**config.mk**
```make
export PLATFORM = sky130hd
export DESIGN_NAME = move_sequencer
export DESIGN_NICKNAME = d
export VERILOG_FILES = /design/src/rtl/move_sequencer.sv
export SDC_FILE = /design/constraint.sdc
export NUM_CORES = 1
export LEC_CHECK = 0
export CAP_MARGIN = 20
export CORE_MARGIN = 1
export CORE_UTILIZATION = 50
export CTS_CLUSTER_DIAMETER = 200
export DETAILED_ROUTE_END_ITERATION = 8
export PLACE_DENSITY = 0.75
export SLEW_MARGIN = 20
export SYNTH_ARGS = -nofsm -noshare
export SYNTH_HDL_FRONTEND = slang
export SYNTH_SLANG_ARGS = --single-unit
export TNS_END_PERCENT = 5
```
**constraint.sdc**
```tcl
create_clock -name CLK -period 3.71 [get_ports CLK]
set_input_delay 0.742 -clock CLK [delete_from_list [all_inputs] [get_ports CLK]]
set_output_delay 0.742 -clock CLK [all_outputs]
set_load 0.05 [all_outputs]
```
**src/rtl/move_sequencer.sv**
```systemverilog
// Motion segment sequencer: buffers segments in a small circular FIFO and feeds
// them to the DDA step timer one at a time, with HALT abort and status outputs.
module move_sequencer #(
  parameter int BUF_BITS = 2,
  parameter int TICK_W   = 32,
  parameter int INC_W    = 32
) (
  input  logic                CLK,
  input  logic                resetn,
  input  logic                wr_valid,
  output logic                wr_ready,
  input  logic [TICK_W-1:0]   wr_ticks,
  input  logic [INC_W-1:0]    wr_inc,
  input  logic [INC_W-1:0]    wr_incinc,
  input  logic                wr_dir,
  input  logic                halt,
  output logic                dda_load,
  output logic [TICK_W-1:0]   dda_ticks,
  output logic [INC_W-1:0]    dda_inc,
  output logic [INC_W-1:0]    dda_incinc,
  output logic                dda_dir,
  output logic                dda_abort,
  input  logic                dda_done,
  output logic                buffer_dtr,
  output logic                move_done,
  output logic                busy,
  output logic [BUF_BITS:0]   fill_level
);

  localparam int DEPTH = 1 << BUF_BITS;
  localparam int W     = TICK_W + 2*INC_W + 1;
  localparam logic [BUF_BITS:0]   CNT_ONE  = 1;
  localparam logic [BUF_BITS:0]   CNT_FULL = {1'b1, {BUF_BITS{1'b0}}};
  localparam logic [BUF_BITS-1:0] PTR_ONE  = 1;

  typedef enum logic [1:0] {IDLE, LOAD, RUN, HALTED} state_e;

  state_e              state_q, state_d;
  logic [W-1:0]        mem_q [DEPTH];
  logic [BUF_BITS-1:0] wptr_q, rptr_q;
  logic [BUF_BITS:0]   count_q, count_d;
  logic                load_q, load_d;
  logic                abort_q, abort_d;
  logic                done_q, done_d;
  logic [TICK_W-1:0]   ticks_q;
  logic [INC_W-1:0]    inc_q, incinc_q;
  logic                dir_q;

  logic                full, empty, push, pop;
  logic [W-1:0]        head;
  logic [TICK_W-1:0]   head_ticks;
  logic [INC_W-1:0]    head_inc, head_incinc;
  logic                head_dir;

  assign full        = (count_q == CNT_FULL);
  assign empty       = (count_q == '0);
  assign wr_ready    = !full && (state_q != HALTED) && !halt;
  assign push        = wr_valid && wr_ready;
  assign pop         = (state_q == LOAD) && !halt;
  assign head        = mem_q[rptr_q];
  assign head_ticks  = head[W-1 -: TICK_W];
  assign head_inc    = head[W-1-TICK_W -: INC_W];
  assign head_incinc = head[INC_W:1];
  assign head_dir    = head[0];

  always_comb begin
    count_d = count_q;
    if (halt)
      count_d = '0;
    else if (push && !pop)
      count_d = count_q + CNT_ONE;
    else if (pop && !push)
      count_d = count_q - CNT_ONE;
  end

  always_comb begin
    state_d = state_q;
    load_d  = 1'b0;
    abort_d = 1'b0;
    done_d  = 1'b0;
    if (halt) begin
      // halt outranks both dda_done and a pending load in the same cycle
      state_d = HALTED;
      abort_d = (state_q == LOAD) || (state_q == RUN);
    end else begin
      case (state_q)
        IDLE:   if (!empty) state_d = LOAD;
        LOAD: begin
          if (head_ticks != '0) begin
            load_d  = 1'b1;
            state_d = RUN;
          end else begin
            state_d = (count_d != '0) ? LOAD : IDLE;
          end
        end
        RUN: begin
          if (dda_done) begin
            done_d  = 1'b1;
            state_d = empty ? IDLE : LOAD;
          end
        end
        HALTED: state_d = IDLE;
        default: state_d = IDLE;
      endcase
    end
  end

  always_ff @(posedge CLK) begin
    if (push) mem_q[wptr_q] <= {wr_ticks, wr_inc, wr_incinc, wr_dir};
  end

  always_ff @(posedge CLK or negedge resetn) begin
    if (!resetn) begin
      state_q  <= IDLE;
      wptr_q   <= '0;
      rptr_q   <= '0;
      count_q  <= '0;
      load_q   <= 1'b0;
      abort_q  <= 1'b0;
      done_q   <= 1'b0;
      ticks_q  <= '0;
      inc_q    <= '0;
      incinc_q <= '0;
      dir_q    <= 1'b0;
    end else begin
      state_q <= state_d;
      count_q <= count_d;
      load_q  <= load_d;
      abort_q <= abort_d;
      done_q  <= done_d;
      if (halt) begin
        rptr_q <= wptr_q;
      end else begin
        if (push) wptr_q <= wptr_q + PTR_ONE;
        if (pop)  rptr_q <= rptr_q + PTR_ONE;
      end
      if (load_d) begin
        ticks_q  <= head_ticks;
        inc_q    <= head_inc;
        incinc_q <= head_incinc;
        dir_q    <= head_dir;
      end
    end
  end

  assign dda_load   = load_q;
  assign dda_abort  = abort_q;
  assign move_done  = done_q;
  assign dda_ticks  = ticks_q;
  assign dda_inc    = inc_q;
  assign dda_incinc = incinc_q;
  assign dda_dir    = dir_q;
  assign buffer_dtr = !full;
  assign fill_level = count_q;
  assign busy       = (state_q != IDLE) || !empty;

endmodule

```
==> summary.txt, run 1 <==
Logic synthesis
  • Syn_nets: 924
  • Sequential area share after synthesis: 78.03%
  • Top-count cell post-synth: edfxtp_1
  • Yosys top cell area share: 63.23%
  • Post-synth top cells: edfxtp_1, dfrtp_1, mux4_2
  • Yosys reg bits: 497
  • Yosys top cell by area: edfxtp_1
  • Largest cells by area after synthesis: edfxtp_1, dfrtp_1, mux4_2
  • Cell area after synthesis: 0.01843 sq mm
  • Synthesis Warnings: 0
  • Async S/R FF share, synth: 21.93%
  • Number of synthesized flops with an enable pin: 388
  • Avg Inst Size Synth: 22.75 sq um
  • Synth Instances: 810
  • Library cells used by synthesis: 37
  • Predominant post-synthesis flop cell: edfxtp_1

CTS
  • Clock insertion delay at the later pin of the skew report: 0.57 ns
  • Post-CTS Setup Bufs: 0
  • CTS Buffer Depth: 3
  • Num CTS Buffers: 50
  • Post-cts sizing count: 0
  • Post-cts hold buffer count: 0
  • Root buffer cell: clkbuf_16
  • # clock sinks: 497
  • CTS tree: yes
  • Clk slew on worst S/H paths: 0.06 ns
  • CTS H-Tree Depth: 2

Detailed routing
  • Vias: 8795
  • Total wire length: 35890 um
  • DRT Pass-1 Iters: 5
  • DRC Markers: 0
  • Drt wl/cell: 22.82 um
  • Vias per inst: 5.591
  • Initial DRC count: 411
  • DRT antenna net count: 0

Setup path
  • Crit-path max cell delay: 0.57 ns
  • Worst endpoint data arrival time: 3.89 ns
  • Crit path max-delay family: multiplexers
  • Crit path kind: register to register
  • CP max stage cell: dfrtp_4
  • Bufs and invs on worst path: 3
  • CP Capture Type: register
  • Cell chain of the critical path: buf_12 -> mux4_2 -> nor4_1 -> nand4_1 -> o211ai_4 -> buf_12 -> buf_12 -> mux2_2
  • Worst path required time: 4.16 ns
  • Critical path startpoint category: register
  • Top cell by count, worst path: buf_12
  • Worst-path maximum fanout: 25

STA
  • Min Tclk post-route: 3.437 ns
  • RSZ-0062 raised after global routing: no
  • Final hold vios: 0
  • Final clock period utilization by the worst path: 92.63%
  • Final worst setup slack: 0.2735 ns
  • Worst Tran Pin Value: 0.9231 ns
  • Hold_ws: 0.2623 ns
  • Max-slew violation count: 0
  • Max Fclk: 291.0 MHz
  • Final count of negative-setup-slack endpoints: 0
  • Worst Skew: 0.02292 ns
  • Worst slew margin: 38.46%

Power and ir drop
  • Register share of total power: 39.9%
  • Cell Int Power: 12580 uW
  • Clock power frac: 25.6%
  • Sw Ratio: 33.58%
  • Worst vdd ir: 0.0006240 V
  • Psw: 6361 uW
  • PD cells: 825.2 mW/mm^2
  • Tot Pwr: 18950 uW
  • Logic pwr share: 34.5%
  • LEAKAGE: 0.007908 uW

Layout
  • Fin area: 0.02296 sq mm
  • Fill cells: 2429
  • Fraction of layout cells with a size suffix above 1: 26.46%
  • Layout area overhead: 24.59%
  • Nets: 1183
  • Layout Utilization: 63.93%

Placed design
  • GP Congestion: 0.7497
  • I/O Buffers: 207
  • Worst slack, placed: 0.2771 ns
  • Dpl hpwl: 22490 um
  • Placement Cell Area: 0.02135 sq mm

Global routing
  • GRT Overall Usage: 19.83%
  • Initial antenna violation count: 4
  • First-pass GRT wire length: 56240 um
  • Largest net degree at the start of global routing: 88
  • Overflow left after global routing: 0
  • Vias in the first global route: 9492

Flow run
  • Max-cap violation count: 0

Floorplanning
  • Horiz. Die Dim: 194.0 um
  • Chip height: 194.0 um
  • Initial core utilization: 51.31%
  • Core area: 0.03591 sq mm
  • Full die area: 0.03763 sq mm
  • Ports: 208
  • Floorplan row count: 69

Min path
  • Worst min-delay path category: primary input to async pin

Run status
  • Status: complete, no violations
-- kinds of logic (layout without fill, tap and decap cells) --
| family | Yosys count | after routing | synth area share [%] |
|---|---|---|---|
| flip-flops | 497 | 497 | 78.03 |
| multiplexers | 195 | 195 | 17.84 |
| buffers and inverters | 46 | 347 | 1.283 |
| AND/OR/NAND/NOR | 37 | 37 | 1.107 |
| AO/OA/AOI/OAI | 20 | 20 | 0.7809 |
| adder cells (fa/ha/maj) | 12 | 12 | 0.8148 |
| XOR/XNOR | 3 | 3 | 0.1426 |
| other | 0 | 1 | 0 |
-- per-layer routing --
layer | global-route usage (%) | vias up | wire [um]
met2 | 33.43 | 266 | 18020
met4 | 5.144 | 6 | 697
met3 | 4.836 | 65 | 2261
met5 | 0 | - | 44
met1 | 26.01 | 4623 | 14870
li1 | - | 3835 | -
-- worst register-to-register path, delay by kind of cell, from the launching register on --
family	cells	cell delay, ns
and+or+nand+nor	2	0.78
AOI/OAI and AO/OA	1	0.34
buffers and inverters	3	0.70
DFF	1	0.57
muxes	2	0.92
-- flip-flops by register name, indices dropped and copies added, names as in the netlist --
name	cells
dda_abort	1
rptr_q	2
dda_inc	32
state_q	2
wptr_q	2
dda_ticks	32
dda_incinc	32
move_done	1
mem_q	388
dda_dir	1
dda_load	1
fill_level	3
-- through the flow --
stage               cells  setup TNS (ns)
finish               1573               0
global route         1573               0
CTS                  1572               0
detailed placement   1478               0
global placement     1478               0
floorplan             810         -274.88
-- final timing paths --
| check | startpoint | end | slack, ns | cells past startpoint |
|---|---|---|---|---|
| max | rptr_q[0] | dda_inc[12] | 0.27 | 8 |
| min | resetn | dda_ticks[25] | 0.26 | 1 |
| max reg2reg | rptr_q[0] | dda_inc[12] | 0.27 | 8 |
| min reg2reg | dda_incinc[11] | dda_incinc[11] | 0.49 | 1 |
| max in group asynchronous | resetn | dda_inc[15] | 2.52 | 2 |
| min in group CLK | dda_incinc[11] | dda_incinc[11] | 0.49 | 1 |
-- placed cells by master, fill, tap and decap left out, types with 10 or more instances in the layout --
master             n
buf_12            14
buf_4             21
clkbuf_1          17
clkbuf_16         50
clkbuf_8          10
clkdlybuf4s50_1  205
dfrtp_1          107
edfxtp_1         388
ha_1              12
inv_1             12
mux2_1            19
mux2_2            79
mux4_2            97
-- power groups by stage --
stage,Clock (uW),Combinational [uW],Sequential [uW]
2_1_floorplan,0,2540,9430
3_3_place_gp,0,6530,7640
3_5_place_dp,0,6620,7670
4_1_cts,4950,6640,7580
5_1_grt,5160,6890,7670
6_report,4850,6540,7560
-- area by class of cell --
class / count / area (sq um) / share of cell area [%]
Sequential cell: 497 / 14390 / 62.66
Multi-Input combinational cell: 267 / 3841 / 16.73
Timing Repair Buffer: 241 / 2501 / 10.89
Inverter: 12 / 45.04 / 0.1962
Antenna cell: 1 / 2.502 / 0.01090
Tap cell: 461 / 576.8 / 2.512
Clock buffer: 77 / 1453 / 6.327
Clock inverter: 17 / 153.9 / 0.6703
(Power assumes the default switching activity.)
==> run 2, diff against run 1 <==
--- a/config.mk
+++ b/config.mk
@@ -5,12 +5,12 @@
 export SDC_FILE = /design/constraint.sdc
 export NUM_CORES = 1
 export LEC_CHECK = 0
-export CAP_MARGIN = 20
-export CORE_MARGIN = 1
+export CORE_MARGIN = 10
 export CORE_UTILIZATION = 50
 export CTS_CLUSTER_DIAMETER = 200
 export DETAILED_ROUTE_END_ITERATION = 8
 export PLACE_DENSITY = 0.75
+export SKIP_CTS_REPAIR_TIMING = 1
 export SLEW_MARGIN = 20
 export SYNTH_ARGS = -nofsm -noshare
 export SYNTH_HDL_FRONTEND = slang
==> summary.txt, run 2 (synthesis gave the netlist of run 1 again) <==
Run status
  • Status: complete, no violations

Flow run
  • Max-cap violation count: 0 (unchanged)

CTS
  • CTS H-Tree Depth: 2 (unchanged)
  • CTS tree: yes
  • Clock insertion delay at the later pin of the skew report: 0.58 ns (about the same)
  • Num CTS Buffers: 49 (-2.0%)
  • Clk slew on worst S/H paths: 0.06 ns (about the same)
  • # clock sinks: 497 (unchanged)
  • Root buffer cell: clkbuf_16
  • CTS Buffer Depth: 3 (unchanged)

Floorplanning
  • Floorplan row count: 70 (+1.4%)
  • Full die area: 0.04493 sq mm (+19%)
  • Ports: 208 (unchanged)
  • Core area: 0.03652 sq mm (+1.7%)
  • Horiz. Die Dim: 212.0 um (+9.3%)
  • Chip height: 212.0 um (+9.3%)
  • Initial core utilization: 50.46% (-0.85 points)

Power and ir drop
  • Tot Pwr: 19040 uW (+0.51%)
  • PD cells: 828.4 mW/mm^2 (+0.38%)
  • Worst vdd ir: 0.0007425 V (+19%)
  • LEAKAGE: 0.007916 uW (+0.11%)

STA
  • Final clock period utilization by the worst path: 94.13% (+1.5 points)
  • Max-slew violation count: 0 (unchanged)
  • Worst Skew: 0.02316 ns (+0.0002385 ns)
  • Worst Tran Pin Value: 0.7635 ns (-0.1596 ns)
  • RSZ-0062 raised after global routing: no
  • Hold_ws: 0.2073 ns (-0.05498 ns)
  • Final hold vios: 0 (unchanged)
  • Worst slew margin: 49.10% (+11 points)
  • Min Tclk post-route: 3.492 ns (+0.05562 ns)
  • Final count of negative-setup-slack endpoints: 0 (unchanged)
  • Max Fclk: 286.4 MHz (-1.6%)

Detailed routing
  • Total wire length: 38190 um (+6.4%)
  • DRC Markers: 0 (unchanged)
  • DRT Pass-1 Iters: 4 (-1)
  • Drt wl/cell: 24.28 um (+6.4%)
  • Vias: 8694 (-1.1%)
  • Vias per inst: 5.527 (-1.1%)
  • DRT antenna net count: 0 (unchanged)
  • Initial DRC count: 576 (+40%)

Setup path
  • Worst path required time: 4.16 ns (about the same)
  • Worst endpoint data arrival time: 3.94 ns (+0.05 ns)
  • R2R depth: 8 (unchanged)
  • CP Capture Type: register
  • Critical path startpoint category: register
  • Worst-path maximum fanout: 36 (+44%)
  • Worst reg2reg setup slack: 0.22 ns (-0.06 ns)
  • FF-to-FF Start: rptr_q[0]
  • Crit path kind: register to register
  • Worst r2r dst: dda_inc[6]

Layout
  • Reg with most FFs: mem_q
  • Nets: 1178 (-0.42%)
  • Layout area overhead: 24.75%
  • Layout Utilization: 62.94% (-0.99 points)
  • Max reg flops: 388 (unchanged)
  • Fraction of layout cells with a size suffix above 1: 26.50% (+0.035 points)
  • Most common cell after layout, fill and taps aside: edfxtp_1
  • Fin area: 0.02299 sq mm (+0.13%)
  • Area of the multi-input gates: 0.003841 sq mm (unchanged)
  • Storage cell area: 0.01439 sq mm (unchanged)
  • Commonest non-fill, non-tap cells in the layout: edfxtp_1, clkdlybuf4s50_1, dfrtp_1
  • Fill cells: 2524 (+3.9%)

Global routing
  • GRT Overall Usage: 17.19% (-2.6 points)
  • Largest net degree at the start of global routing: 72 (-18%)
  • Overflow left after global routing: 0 (unchanged)
  • First-pass GRT wire length: 57740 um (+2.7%)
  • Vias in the first global route: 9482 (-0.11%)
  • Initial antenna violation count: 4 (unchanged)

Min path
  • Worst min-delay path category: primary input to async pin

Placed design
  • Placement Cell Area: 0.02137 sq mm (about the same)
  • I/O Buffers: 207 (unchanged)
  • Dpl hpwl: 24560 um (+9.2%)
  • GP Congestion: 0.7822 (+4.3%)
## run 2: cell types whose count changed in the layout (fill, tap and decap cells not counted)
cell and change:
clkbuf_1 -8, buf_4 -7, clkinv_2 +4, buf_12 +3, bufinv_16 +2, diode_2 +2, clkbuf_8 -1, clkinv_1 +1
clkinv_8 -1, clkinvlp_4 -1, inv_6 -1
## run 2: worst max-delay path, stage by stage (launching register included)
cell      delay (ns)
dfrtp_4         0.44
buf_12          0.30
mux4_2          0.56
nor4_1          0.52
nand4_1         0.37
o211ai_4        0.31
buf_12          0.23
buf_12          0.22
mux2_2          0.36
## run 2: power breakdown
| group | internal [uW] | switching, uW |
|---|---|---|
| clock | 2920 | 2000 |
| sequential | 7000 | 604 |
| combinational | 2730 | 3790 |
| total | 12600 | 6400 |
## run 2: worst max-delay path by stage
stage	start	end	slack [ns]	depth (start not counted)
detailed placement	rptr_q[0]	dda_incinc[24]	0.21	8
finish	rptr_q[0]	dda_inc[6]	0.22	8
CTS	rptr_q[0]	dda_inc[6]	0.19	8
global placement	rptr_q[0]	dda_ticks[26]	0.24	8
floorplan	fill_level[0]	mem_q[1][0]	-0.94	5
global route	rptr_q[0]	dda_inc[6]	0.06	8
## run 2: cell type report
cell class	count	share of cell area (%)
well taps	468	2.547
clock inverters	21	0.8926
repair buffers	237	10.91
clock buffers	68	6.129
inverters	12	0.1959
flip-flops and latches	497	62.58
multi-input cells	267	16.71
diodes	3	0.03266
## run 2: metal layers
layer	part of all wire (%)	track usage, %	vias up	wire length [um]
met4	1.7	4.215	6	665
met3	8.4	5.493	64	3209
li1	-	-	3840	-
met5	0.099	0	-	38
met2	49	27.55	254	18720
met1	41	22.48	4530	15560
## run 2: through the flow
step                      setup WS (ns)  setup TNS (ns)  cells
after floorplan                 -0.9446         -274.88    810
after global placement           0.2372               0   1481
after detailed placement         0.2148               0   1481
after CTS                        0.1896               0   1570
after global routing            0.06435               0   1571
final                            0.2179               0   1573
==> run 3, diff against run 2 <==
--- a/config.mk
+++ b/config.mk
@@ -5,6 +5,7 @@
 export SDC_FILE = /design/constraint.sdc
 export NUM_CORES = 1
 export LEC_CHECK = 0
+export CORE_ASPECT_RATIO = 1.75
 export CORE_MARGIN = 10
 export CORE_UTILIZATION = 50
 export CTS_CLUSTER_DIAMETER = 200
==> summary.txt, run 3 (synthesis gave the netlist of run 1 again) <==
Floorplanning
  • Horiz. Die Dim: 165.1 um (-22%)
  • Floorplan row count: 93 (+33%)
  • Chip height: 274.0 um (+29%)
  • Core area: 0.03665 sq mm (+0.36%)
  • Initial core utilization: 50.27% (-0.18 points)
  • Ports: 208 (unchanged)
  • Full die area: 0.04524 sq mm (+0.67%)

CTS
  • Num CTS Buffers: 43 (-12%)
  • Clock insertion delay at the later pin of the skew report: 0.54 ns (-0.04 ns)
  • # clock sinks: 497 (unchanged)
  • Clk slew on worst S/H paths: 0.06 ns (about the same)
  • CTS H-Tree Depth: 2 (unchanged)
  • CTS Buffer Depth: 3 (unchanged)
  • Root buffer cell: clkbuf_16
  • CTS tree: yes

Global routing
  • Overflow left after global routing: 0 (unchanged)
  • Largest net degree at the start of global routing: 68 (-5.6%)
  • Met3 usage: 3.379% (-2.1 points)
  • Grt met2 use: 30.11% (+2.6 points)
  • GRT Overall Usage: 17.21% (+0.027 points)
  • Initial antenna violation count: 6 (+2)
  • Grt peak-use layer: met2
  • M1 GR Usage: 20.59% (-1.9 points)
  • Vias in the first global route: 9648 (+1.8%)
  • First-pass GRT wire length: 58560 um (+1.4%)

Setup path
  • Crit-path max cell delay: 0.58 ns (+0.02 ns)
  • Worst path required time: 4.13 ns (-0.03 ns)
  • Critical path startpoint category: register
  • Bufs and invs on worst path: 3 (unchanged)
  • Worst endpoint data arrival time: 3.73 ns (-0.21 ns)
  • CP max stage cell: dfrtp_4
  • Worst-path maximum fanout: 33 (-8.3%)
  • Crit path kind: register to register
  • CP Capture Type: register
  • Crit path max-delay family: multiplexers
  • Top cell by count, worst path: buf_12
  • Cell chain of the critical path: buf_12 -> mux4_2 -> nor4_1 -> nand4_1 -> o211ai_4 -> buf_12 -> buf_12 -> mux2_2

Placed design
  • Worst slack, placed: 0.3031 ns (+0.08832 ns)
  • Cells after DPL: 1489 (+0.54%)
  • I/O Buffers: 207 (unchanged)
  • GP Congestion: 0.7637 (-2.4%)
  • Dpl hpwl: 24500 um (-0.24%)

Layout
  • Max reg flops: 388 (unchanged)
  • Layout area overhead: 23.06%
  • Finished Layout Cells: 1570 (-0.19%)
  • Nets: 1173 (-0.42%)
  • Fraction of layout cells with a size suffix above 1: 25.18% (-1.3 points)
  • Most common cell after layout, fill and taps aside: edfxtp_1
  • Commonest non-fill, non-tap cells in the layout: edfxtp_1, clkdlybuf4s50_1, dfrtp_1
  • Reg with most FFs: mem_q
  • Fill cells: 2557 (+1.3%)

STA
  • Max Fclk: 302.1 MHz (+5.5%)
  • Final clock period utilization by the worst path: 89.22% (-4.9 points)
  • Final hold vios: 0 (unchanged)
  • Final count of negative-setup-slack endpoints: 0 (unchanged)
  • RSZ-0062 raised after global routing: no
  • Worst Skew: 0.01243 ns (-0.01073 ns)
  • Worst slew margin: 42.17% (-6.9 points)
  • Worst Tran Pin Value: 0.8674 ns (+0.1039 ns)
  • Final worst setup slack: 0.4001 ns (+0.1823 ns)
  • Min Tclk post-route: 3.310 ns (-0.1823 ns)
  • Hold_ws: 0.1826 ns (-0.02465 ns)
  • Max-slew violation count: 0 (unchanged)

Detailed routing
  • DRT antenna net count: 0 (unchanged)
  • Drt wl/cell: 24.62 um (+1.4%)
  • DRC Markers: 0 (unchanged)
  • Vias per inst: 5.583 (+1.0%)
  • DRT Pass-1 Iters: 5 (+1)
  • Initial DRC count: 538 (-6.6%)
  • Total wire length: 38650 um (+1.2%)
  • Vias: 8765 (+0.82%)

Power and ir drop
  • Register share of total power: 41.2% (+1.3 points)
  • Cell Int Power: 12120 uW (-4.2%)
  • Worst vdd ir: 0.0004963 V (-33%)
  • LEAKAGE: 0.007759 uW (-2.0%)
  • Psw: 6283 uW (-1.8%)
  • Sw Ratio: 34.15% (+0.55 points)
  • PD cells: 811.4 mW/mm^2 (-2.1%)
  • Clock power frac: 23.4% (-2.5 points)
  • Logic pwr share: 35.4% (+1.2 points)

Flow run
  • Max-cap violation count: 0 (unchanged)

Min path
  • Worst min-delay path category: primary input to async pin

Run status
  • Status: complete, no violations
run 3: power groups by stage:
stage          clock network [uW]  logic [uW]  registers [uW]
2_1_floorplan                   0        2540            9430
3_3_place_gp                    0        6530            7680
3_5_place_dp                    0        6620            7700
4_1_cts                      4390        6650            7600
5_1_grt                      4620        6890            7670
6_report                     4300        6520            7580
run 3: metal layers:
| layer | share of wire [%] | vias to the layer above |
|---|---|---|
| met5 | 0.093 | - |
| met4 | 2.7 | 6 |
| met3 | 5.4 | 70 |
| met2 | 55 | 229 |
| met1 | 37 | 4652 |
| li1 | - | 3808 |
run 3: metrics by stage:
step           power [uW]  util (%)  TNS (ns)  instance area [sq um]
3_3_place_gp        14210     58.20         0                  21330
6_report            18400     61.87         0                  22680
4_1_cts             18640     61.85         0                  22670
2_1_floorplan       11980         -   -274.88                  18430
3_5_place_dp        14330     58.20         0                  21330
5_1_grt             19180     61.87         0                  22680
run 3: area by class of cell:
| class | count | area, sq um | share of cell area, % |
|---|---|---|---|
| multi-input cells | 267 | 3841 | 16.94 |
| well taps | 475 | 594.3 | 2.621 |
| diodes | 3 | 7.507 | 0.03310 |
| clock inverters | 17 | 131.4 | 0.5793 |
| repair buffers | 238 | 2466 | 10.87 |
| inverters | 12 | 45.04 | 0.1986 |
| clock buffers | 61 | 1206 | 5.319 |
| flip-flops and latches | 497 | 14390 | 63.44 |
run 3: final timing paths:
path                                  to  slack [ns]  cells past startpoint           from
setup reg to reg              dda_inc[8]        0.40                      8      rptr_q[0]
max in group asynchronous  dda_incinc[9]        2.78                      2         resetn
hold / removal             dda_incinc[7]        0.18                      1         resetn
hold reg to reg            dda_ticks[29]        0.49                      1  dda_ticks[29]
setup / recovery              dda_inc[8]        0.40                      8      rptr_q[0]
min in group CLK           dda_ticks[29]        0.49                      1  dda_ticks[29]
run 3: worst register-to-register path: stages (launching register included):
cell      delay, ns
dfrtp_4        0.58
buf_12         0.21
mux4_2         0.54
nor4_1         0.47
nand4_1        0.33
o211ai_4       0.30
buf_12         0.16
buf_12         0.22
mux2_2         0.39
